==> src/rtl/riscv_test_ctrl.sv <==
// Run controller for RV32I core bring-up: sequences core reset, counts cycles and
// retired instructions per hart, and ends the run on TOHOST termination or cycle budget.
//
// state   | meaning
// IDLE    | waiting for i_start, cores held in reset
// RESET   | cores held in reset for RST_CYCLES cycles
// RUN     | cores released, counters active, watching TOHOST writes
// DONE    | run finished, results and counters frozen
module riscv_test_ctrl #(
   parameter int          N_HART      = 1,
   parameter int          RST_CYCLES  = 4,
   parameter int          MAX_CYCLES  = 200,
   parameter int          CNT_BIT     = 32,
   parameter logic [31:0] TOHOST_ADDR = 32'h0000_1000
) (
   input  logic                        i_clk,
   input  logic                        i_rst,
   input  logic                        i_start,
   input  logic [N_HART-1:0]           i_dmem_wr_en,
   input  logic [32*N_HART-1:0]        i_dmem_addr,
   input  logic [32*N_HART-1:0]        i_dmem_wdata,
   input  logic [N_HART-1:0]           i_retire,
   output logic                        o_core_rstn,
   output logic                        o_running,
   output logic                        o_done,
   output logic                        o_pass,
   output logic                        o_timeout,
   output logic [30:0]                 o_fail_code,
   output logic [N_HART-1:0]           o_hart_done,
   output logic [CNT_BIT-1:0]          o_cycle_cnt,
   output logic [CNT_BIT*N_HART-1:0]   o_instret
);

   localparam logic [1:0] S_IDLE  = 2'd0;
   localparam logic [1:0] S_RESET = 2'd1;
   localparam logic [1:0] S_RUN   = 2'd2;
   localparam logic [1:0] S_DONE  = 2'd3;

   localparam int                 RW         = $clog2(RST_CYCLES + 1);
   localparam logic [RW-1:0]      RST_LOAD   = RW'(RST_CYCLES - 1);
   localparam logic [CNT_BIT-1:0] MAX_M1     = CNT_BIT'(MAX_CYCLES - 1);
   localparam logic               TIMEOUT_EN = (MAX_CYCLES != 0);

   logic [1:0]                        state_q, state_d;
   logic [RW-1:0]                     rst_cnt_q, rst_cnt_d;
   logic [CNT_BIT-1:0]                cyc_q, cyc_d;
   logic [N_HART-1:0][CNT_BIT-1:0]    instret_q, instret_d;
   logic [N_HART-1:0]                 hart_done_q, hart_done_d;
   logic [N_HART-1:0]                 hart_fail_q, hart_fail_d;
   logic                              fail_seen_q, fail_seen_d;
   logic [30:0]                       fail_code_q, fail_code_d;
   logic                              timeout_q, timeout_d;

   logic [N_HART-1:0]                 term;
   logic [N_HART-1:0]                 bad;
   logic [30:0]                       first_code;
   logic                              all_done;

   // A termination is the first odd TOHOST write from a hart still running.
   always_comb begin
      term       = '0;
      bad        = '0;
      first_code = '0;
      for (int h = 0; h < N_HART; h++) begin
         if (state_q == S_RUN && !hart_done_q[h] && i_dmem_wr_en[h] &&
             i_dmem_addr[32*h +: 32] == TOHOST_ADDR && i_dmem_wdata[32*h]) begin
            term[h] = 1'b1;
            bad[h]  = (i_dmem_wdata[32*h +: 32] != 32'd1);
         end
      end
      // descending scan so the lowest failing index is written last
      for (int h = N_HART - 1; h >= 0; h--) begin
         if (bad[h]) first_code = i_dmem_wdata[32*h+1 +: 31];
      end
   end

   assign all_done = &(hart_done_q | term);

   always_comb begin
      state_d     = state_q;
      rst_cnt_d   = rst_cnt_q;
      cyc_d       = cyc_q;
      instret_d   = instret_q;
      hart_done_d = hart_done_q;
      hart_fail_d = hart_fail_q;
      fail_seen_d = fail_seen_q;
      fail_code_d = fail_code_q;
      timeout_d   = timeout_q;
      case (state_q)
         S_IDLE, S_DONE: begin
            if (i_start) begin
               state_d     = S_RESET;
               rst_cnt_d   = RST_LOAD;
               cyc_d       = '0;
               instret_d   = '0;
               hart_done_d = '0;
               hart_fail_d = '0;
               fail_seen_d = 1'b0;
               fail_code_d = '0;
               timeout_d   = 1'b0;
            end
         end
         S_RESET: begin
            if (rst_cnt_q == '0) state_d = S_RUN;
            else                 rst_cnt_d = rst_cnt_q - RW'(1);
         end
         S_RUN: begin
            hart_done_d = hart_done_q | term;
            hart_fail_d = hart_fail_q | bad;
            if (!fail_seen_q && |bad) begin
               fail_seen_d = 1'b1;
               fail_code_d = first_code;
            end
            for (int h = 0; h < N_HART; h++) begin
               if (i_retire[h] && !hart_done_q[h]) instret_d[h] = instret_q[h] + CNT_BIT'(1);
            end
            // completion outranks the budget, and the cycle count freezes on exit
            if (all_done) begin
               state_d = S_DONE;
            end else if (TIMEOUT_EN && cyc_q == MAX_M1) begin
               state_d   = S_DONE;
               timeout_d = 1'b1;
            end else begin
               cyc_d = cyc_q + CNT_BIT'(1);
            end
         end
         default: state_d = S_IDLE;
      endcase
   end

   always_ff @(posedge i_clk) begin
      if (i_rst) begin
         state_q     <= S_IDLE;
         rst_cnt_q   <= '0;
         cyc_q       <= '0;
         instret_q   <= '0;
         hart_done_q <= '0;
         hart_fail_q <= '0;
         fail_seen_q <= 1'b0;
         fail_code_q <= '0;
         timeout_q   <= 1'b0;
      end else begin
         state_q     <= state_d;
         rst_cnt_q   <= rst_cnt_d;
         cyc_q       <= cyc_d;
         instret_q   <= instret_d;
         hart_done_q <= hart_done_d;
         hart_fail_q <= hart_fail_d;
         fail_seen_q <= fail_seen_d;
         fail_code_q <= fail_code_d;
         timeout_q   <= timeout_d;
      end
   end

   assign o_core_rstn = (state_q == S_RUN) || (state_q == S_DONE);
   assign o_running   = (state_q == S_RUN);
   assign o_done      = (state_q == S_DONE);
   assign o_pass      = (state_q == S_DONE) && !timeout_q && !(|hart_fail_q);
   assign o_timeout   = timeout_q;
   assign o_fail_code = fail_code_q;
   assign o_hart_done = hart_done_q;
   assign o_cycle_cnt = cyc_q;
   assign o_instret   = instret_q;

endmodule

==> config.mk <==
export PLATFORM = sky130hd
export DESIGN_NAME = riscv_test_ctrl
export DESIGN_NICKNAME = d
export VERILOG_FILES = /design/src/rtl/riscv_test_ctrl.sv
export SDC_FILE = /design/constraint.sdc
export NUM_CORES = 1
export LEC_CHECK = 0
export CAP_MARGIN = 10
export CORE_MARGIN = 2
export CORE_UTILIZATION = 46
export CTS_CLUSTER_DIAMETER = 50
export DETAILED_ROUTE_END_ITERATION = 10
export HOLD_SLACK_MARGIN = 0.08
export PLACE_DENSITY = 0.77
export SYNTH_ARGS = -nofsm -noshare
export SYNTH_HDL_FRONTEND = slang
export SYNTH_SLANG_ARGS = --single-unit
==> constraint.sdc <==
create_clock -name i_clk -period 2.8 [get_ports i_clk]
set_clock_uncertainty 0.1 [all_clocks]
set_input_delay 0.7 -clock i_clk [delete_from_list [all_inputs] [get_ports i_clk]]
set_output_delay 0.7 -clock i_clk [all_outputs]
set_load 0.02 [all_outputs]
==> impl_metrics.json, run 1 <==
{
  "final-hold-violation-count": 0,
  "final_area_um2": 7090,
  "crit_arrival_ps": 2890,
  "path_delay_family": "compound AO/OA/AOI/OAI gates",
  "n_fill_cell": 913,
  "drt_pre_antenna_iters": 6,
  "worst_skew_pair.late_latency_ps": 370,
  "timing.reg2reg.worst_path_depth": 7,
  "yosys-top-cells-count": "dfxtp_1, nand2_1, nand3_1, a21oi_1, nor2_1",
  "multi_input_area_um2": 2670,
  "critPathKind": "in -> reg",
  "grt_pass1_wl_um": 23100,
  "hold_start": "o_fail_code[11]$_SDFFE_PP0P_",
  "cp.required_ps": 3000,
  "cts_buffers": 9,
  "hold_path_depth": 2,
  "maxCapViolCount": 0,
  "ff_latch_area_um2": 2080,
  "grt_overflow": 0,
  "synth_top_area_share": 0.415,
  "yosysTopAreaCell": "dfxtp_1",
  "cts_sinks": 104,
  "cts_root_buffer": "clkbuf_8",
  "yosys_warnings": 0,
  "rr_endpoint": "o_cycle_cnt[29]$_SDFFE_PP0P_",
  "worst_slew_pin_slew_ps": 653,
  "postSynthCellCount": 600,
  "relSlewSlack": 0.563,
  "clock_path_buffers": 2,
  "endpoint_kind": "flip-flop",
  "status": "completed",
  "finalSetupTns_ps": 0,
  "wirelength_um": 14900,
  "wl_per_cell_um": 16.2,
  "grt_start_max_net_pins": 46,
  "synthesis.area_um2": 5020,
  "reg2reg_slack_ps": 190,
  "cp_slowest_cell": "o41a_4",
  "seq_area_frac_synth": 0.415,
  "clk_pin_slew_worst_paths_ps": 90,
  "final_layout_size_suffix_gt1_frac": 0.0899,
  "grt.total_usage": 0.244,
  "fmax_ghz": 0.372,
  "rsz0062_at_grt": "false",
  "drcViolationCount": 0,
  "via_count": 5199,
  "synth-edff-count": 0,
  "viasPerCell": 5.66,
  "powerDensity_nw_per_um2": 519,
  "path_cells": "clkdlybuf4s50_1, nor4_1, buf_4, nand4_2, nor3_4, o41a_4, or4_1, a21oi_1",
  "grt_pass1_vias": 4837,
  "area_growth_pct": 41.1,
  "dieHeight_um": 108,
  "place_area_um2": 6890,
  "path_buf_inv": 2,
  "r2r_start": "state_q[0]$_SDFFE_PP0P_",
  "whs_endpoint": "o_fail_code[11]$_SDFFE_PP0P_",
  "portBuffers": 169,
  "fp.coreArea_um2": 10700,
  "finalSetupViolations": 0,
  "cts_tree": "built",
  "synth_most_common_cell": "dfxtp_1",
  "post_cts_buffers": 0,
  "avgSynthCellArea_um2": 8.37,
  "leakagePower_nw": 2.41,
  "synthArstFlopShare": 0,
  "floorplan.rows": 38,
  "antenna_found_initial": 0,
  "path_max_fanout": 45,
  "utilization": 0.660,
  "num_antenna_cells": 0,
  "initial_core_util": 0.467,
  "die_area_um2": 11800,
  "die_w_um": 108,
  "hold_class": "reg -> reg",
  "synthFlopType": "dfxtp_1",
  "htree_levels": 3,
  "synth_area_leaders": "dfxtp_1, nand3_1, a21oi_1",
  "drt_iter0_markers": 242,
  "synth_seq_cells": 104,
  "final_cell_count_no_fill": 919,
  "dp_hpwl_um": 11100,
  "cpPeakStageDelay_ps": 640,
  "drtAntennaViolNets": 0,
  "cts_hold_buf": 0,
  "io_pins": 170,
  "fin_crit_ps": 2690,
  "synth_cell_types": 58,
  "slew_violations": 0,
  "fin_crit_sh": 0.959,
  "fin_nets": 851,
  "cp-start-kind": "primary input",
  "gp_congestion": 0.811,
  "placed_cells": 903,
  "syn_nets": 677,
  "peakVddDrop_mv": 0.368
}
## per-layer routing
metal / GRT usage / part of all wire / up-vias
met3: 0.0561 / 0.083 / 24
met2: 0.413 / 0.49 / 197
li1: - / - / 2509
met4: 0.0907 / 0.018 / 0
met1: 0.301 / 0.41 / 2469
met5: 0 / 0 / -
## final cells by class
| type | count | area share |
|---|---|---|
| multi-input cells | 450 | 0.376 |
| flip-flops and latches | 104 | 0.294 |
| clock inverters | 5 | 0.00794 |
| clock buffers | 11 | 0.0199 |
| repair buffers | 196 | 0.271 |
| well taps | 140 | 0.0247 |
| inverters | 13 | 0.00688 |
## cell families after synthesis
family,count (synthesis),synth area share
AO/OA/AOI/OAI,108,0.129
XOR/XNOR,29,0.0506
adder cells (fa/ha/maj),8,0.0199
buffers and inverters,46,0.0553
flip-flops,104,0.415
multiplexers,4,0.00797
AND/OR/NAND/NOR,301,0.323
## registers in the layout, indices dropped and copies added (netlist names)
| register | count |
|---|---|
| fail_seen_q | 1 |
| o_cycle_cnt | 32 |
| o_timeout | 1 |
| rst_cnt_q | 3 |
| o_hart_done | 1 |
| hart_fail_q | 1 |
| o_fail_code | 31 |
| o_instret | 32 |
| state_q | 2 |
## per-stage QoR
step	worst slack [ps]	power (W)	hold slack [ps]
detailed placement	-293	0.00275	359
floorplan	377	0.00242	334
global placement	-222	0.00271	350
CTS	58.5	0.00370	373
finish	115	0.00368	371
global route	38.7	0.00388	387
## worst reg2reg max path, stage by stage, from the launching register on
cell     delay [ps]
dfxtp_2         380
inv_1            50
ha_1            460
nand2_2          90
o21a_1          130
o41a_4          600
or4_1           570
a21oi_1         150
## placed cells by master (no fill, tap or decap), types with 2 or more instances in the layout
cell type	Yosys	layout
a211oi_1	3	3
a21oi_1	62	62
a31o_2	4	4
a31oi_1	3	3
and2_1	4	4
and3_1	13	13
and4_1	6	6
buf_12	1	2
buf_4	2	25
clkbuf_8	2	10
clkdlybuf4s50_1	0	168
clkinv_2	0	2
dfxtp_1	104	103
ha_1	8	8
inv_1	13	13
mux2i_1	4	4
nand2_1	69	69
nand3_1	63	63
nand3b_1	3	3
nand4_1	15	15
nor2_1	50	50
nor2b_1	3	3
nor3_1	4	4
nor3b_1	2	2
nor4_1	20	20
nor4_2	3	3
nor4b_1	3	3
o2111ai_1	2	2
o211ai_1	3	3
o21a_1	2	2
o21ai_0	14	14
o31ai_1	9	9
o41ai_1	2	2
or2_2	4	4
or3_1	9	9
or3_2	5	5
or4_1	11	11
xnor2_1	6	6
xor2_1	23	23
## worst max-delay path by stage
stage	start	to	slack [ps]	cells past startpoint
floorplan	state_q[0]$_SDFFE_PP0P_	o_cycle_cnt[16]$_SDFFE_PP0P_	380	9
global placement	i_dmem_addr[5]	o_cycle_cnt[18]$_SDFFE_PP0P_	-220	8
detailed placement	i_dmem_addr[5]	o_cycle_cnt[29]$_SDFFE_PP0P_	-290	8
CTS	state_q[0]$_SDFFE_PP0P_	o_core_rstn	60	5
global route	i_dmem_addr[5]	o_cycle_cnt[18]$_SDFFE_PP0P_	40	8
finish	i_dmem_addr[5]	o_cycle_cnt[29]$_SDFFE_PP0P_	110	8
## power by group
part,total [W],switching [W],internal (W)
clock,0.000953,0.000516,0.000437
combinational,0.00118,0.000733,0.000446
sequential,0.00155,0.0000335,0.00151
## timing repair
item,CTS,global route
cloned,0,0
endpoints found under the hold margin,0,0
endpoints found under the setup margin,1,2
gates resized for setup,1,1
No activity file was read; power rests on OpenSTA's default activity.
==> run 2, diff against run 1 <==
- CORE_UTILIZATION: 46 -> 47
- CTS_BUF_LIST: unset -> sky130_fd_sc_hd__clkbuf_8
- PLACE_DENSITY: 0.77 -> 0.78
==> impl_metrics.json, run 2 (synthesized netlist as in run 1, its figures left out) <==
{
  "die_area_um2": 11500,
  "relSlewSlack": 0.547,
  "busiest_layer": "met2",
  "use_met3": 0.0720,
  "setup.worst_path.end": "o_core_rstn",
  "fin_ws_ps": 97.6,
  "cts_tree": "built",
  "fp.coreArea_um2": 10400,
  "antenna_found_initial": 0,
  "utilization": 0.679,
  "status": "completed",
  "slew_violations": 0,
  "viasPerCell": 5.65,
  "drt_iter0_markers": 285,
  "drtAntennaViolNets": 0,
  "maxCapViolCount": 0,
  "clock_path_buffers": 2,
  "final_cell_count_no_fill": 911,
  "crit_arrival_ps": 1900,
  "placed_cells": 895,
  "hold_class": "reg -> reg",
  "final_area_um2": 7040,
  "dp_hpwl_um": 10800,
  "place_ws_ps": -279,
  "final_common_cell": "clkdlybuf4s50_1",
  "portBuffers": 169,
  "timing.reg2reg.worst_path_depth": 7,
  "cp.required_ps": 2000,
  "peakVddDrop_mv": 0.355,
  "powerDensity_nw_per_um2": 507,
  "grt_pass1_vias": 4948,
  "use_met2": 0.428,
  "leakagePower_nw": 2.40,
  "rsz0062_at_grt": "false",
  "dieHeight_um": 107,
  "path_max_fanout": 5,
  "die_w_um": 107,
  "drt_pre_antenna_iters": 5,
  "finalSetupViolations": 0,
  "rr_endpoint": "o_cycle_cnt[29]$_SDFFE_PP0P_",
  "finalSetupTns_ps": 0,
  "gp_congestion": 0.820,
  "crit_start": "state_q[0]$_SDFFE_PP0P_",
  "floorplan.rows": 37,
  "cp-start-kind": "flip-flop",
  "cts_root_buffer": "clkbuf_8",
  "io_pins": 170,
  "drcViolationCount": 0,
  "via_count": 5150,
  "place_area_um2": 6860,
  "area_growth_pct": 40.3,
  "reg2reg_slack_ps": 170,
  "grt_start_max_net_pins": 46,
  "gr-usage-met1": 0.297,
  "post_cts_buffers": 0,
  "wirelength_um": 14400,
  "grt_overflow": 0,
  "htree_levels": 3,
  "fmax_ghz": 0.370,
  "cts_sinks": 104,
  "critPathKind": "reg -> out",
  "grt_pass1_wl_um": 23100,
  "initial_core_util": 0.484,
  "worst_slew_pin_slew_ps": 677,
  "clk_pin_slew_worst_paths_ps": 90,
  "fin_crit_ps": 2700,
  "final_layout_size_suffix_gt1_frac": 0.0852,
  "worst_skew_pair.late_latency_ps": 360,
  "n_fill_cell": 847,
  "cts_buffers": 9,
  "final-hold-violation-count": 0,
  "endpoint_kind": "output pin",
  "num_antenna_cells": 0,
  "fin_crit_sh": 0.965,
  "fin_nets": 847,
  "layout.cells.most_common_list": "clkdlybuf4s50_1, dfxtp_1, nand2_1, nand3_1, a21oi_1",
  "r2r_start": "state_q[0]$_SDFFE_PP0P_",
  "wl_per_cell_um": 15.8,
  "grt.total_usage": 0.245
}
==> run 2: cell types whose count changed in the layout (fill, tap and decap cells not counted) <==
cell | previous run | this run
ha_1 | 8 | 7
clkbuf_8 | 10 | 11
ha_2 | 0 | 1
dfxtp_1 | 103 | 104
inv_1 | 13 | 14
buf_4 | 25 | 21
clkinvlp_4 | 1 | 2
clkbuf_1 | 1 | 0
dlymetal6s2s_1 | 0 | 1
dfxtp_2 | 1 | 0
clkinv_2 | 2 | 1
dlygate4sd2_1 | 1 | 0
bufinv_16 | 1 | 0
==> run 2: final cells by class <==
| type | instances | area (um2) | area share |
|---|---|---|---|
| Multi-Input combinational cell | 450 | 2670 | 0.379 |
| Sequential cell | 104 | 2080 | 0.296 |
| Timing Repair Buffer | 192 | 1890 | 0.269 |
| Tap cell | 136 | 170 | 0.0242 |
| Clock buffer | 11 | 151 | 0.0215 |
| Inverter | 13 | 48.8 | 0.00693 |
| Clock inverter | 5 | 32.5 | 0.00462 |
==> run 2: per-layer routing <==
layer / part of all wire / vias to the layer above
li1: - / 2498
met1: 0.42 / 2428
met2: 0.48 / 198
met3: 0.081 / 26
met4: 0.014 / 0
met5: 0 / -
==> run 2: per-stage QoR <==
step,total power [W],hold WS [ps]
floorplan,0.00242,334
global route,0.00378,402
CTS,0.00357,372
detailed placement,0.00271,357
global placement,0.00267,349
finish,0.00357,370
==> run 2: how the worst min path moves through the flow <==
stage | slack, ps | depth (start not counted) | start | endpoint
6_report | 370 | 1 | rst_cnt_q[0]$_SDFFE_PP0P_ | rst_cnt_q[0]$_SDFFE_PP0P_
5_1_grt | 400 | 2 | o_fail_code[30]$_SDFFE_PP0P_ | o_fail_code[30]$_SDFFE_PP0P_
4_1_cts | 370 | 2 | o_fail_code[11]$_SDFFE_PP0P_ | o_fail_code[11]$_SDFFE_PP0P_
3_5_place_dp | 360 | 1 | rst_cnt_q[0]$_SDFFE_PP0P_ | rst_cnt_q[0]$_SDFFE_PP0P_
3_3_place_gp | 350 | 1 | rst_cnt_q[0]$_SDFFE_PP0P_ | rst_cnt_q[0]$_SDFFE_PP0P_
2_1_floorplan | 330 | 1 | rst_cnt_q[0]$_SDFFE_PP0P_ | rst_cnt_q[0]$_SDFFE_PP0P_
==> run 2: repair_timing <==
action | in CTS | in global routing
endpoints found under the setup margin | 0 | 10
hold buffers | 0 | 0
resized for setup | 0 | 2
==> run 2: where the power goes <==
part / total [W] / switching (W) / leakage, nW / internal, W
clock: 0.000879 / 0.000509 / 0.0927 / 0.000370
sequential: 0.00154 / 0.0000316 / 0.838 / 0.00151
combinational: 0.00115 / 0.000722 / 1.47 / 0.000426
total: 0.00357 / 0.00126 / 2.40 / 0.00231
==> run 2: worst max-delay path, stage by stage (launching register included) <==
cell	delay, ps
dfxtp_1	410
inv_1	70
ha_2	230
or2_2	300
clkdlybuf4s50_1	540
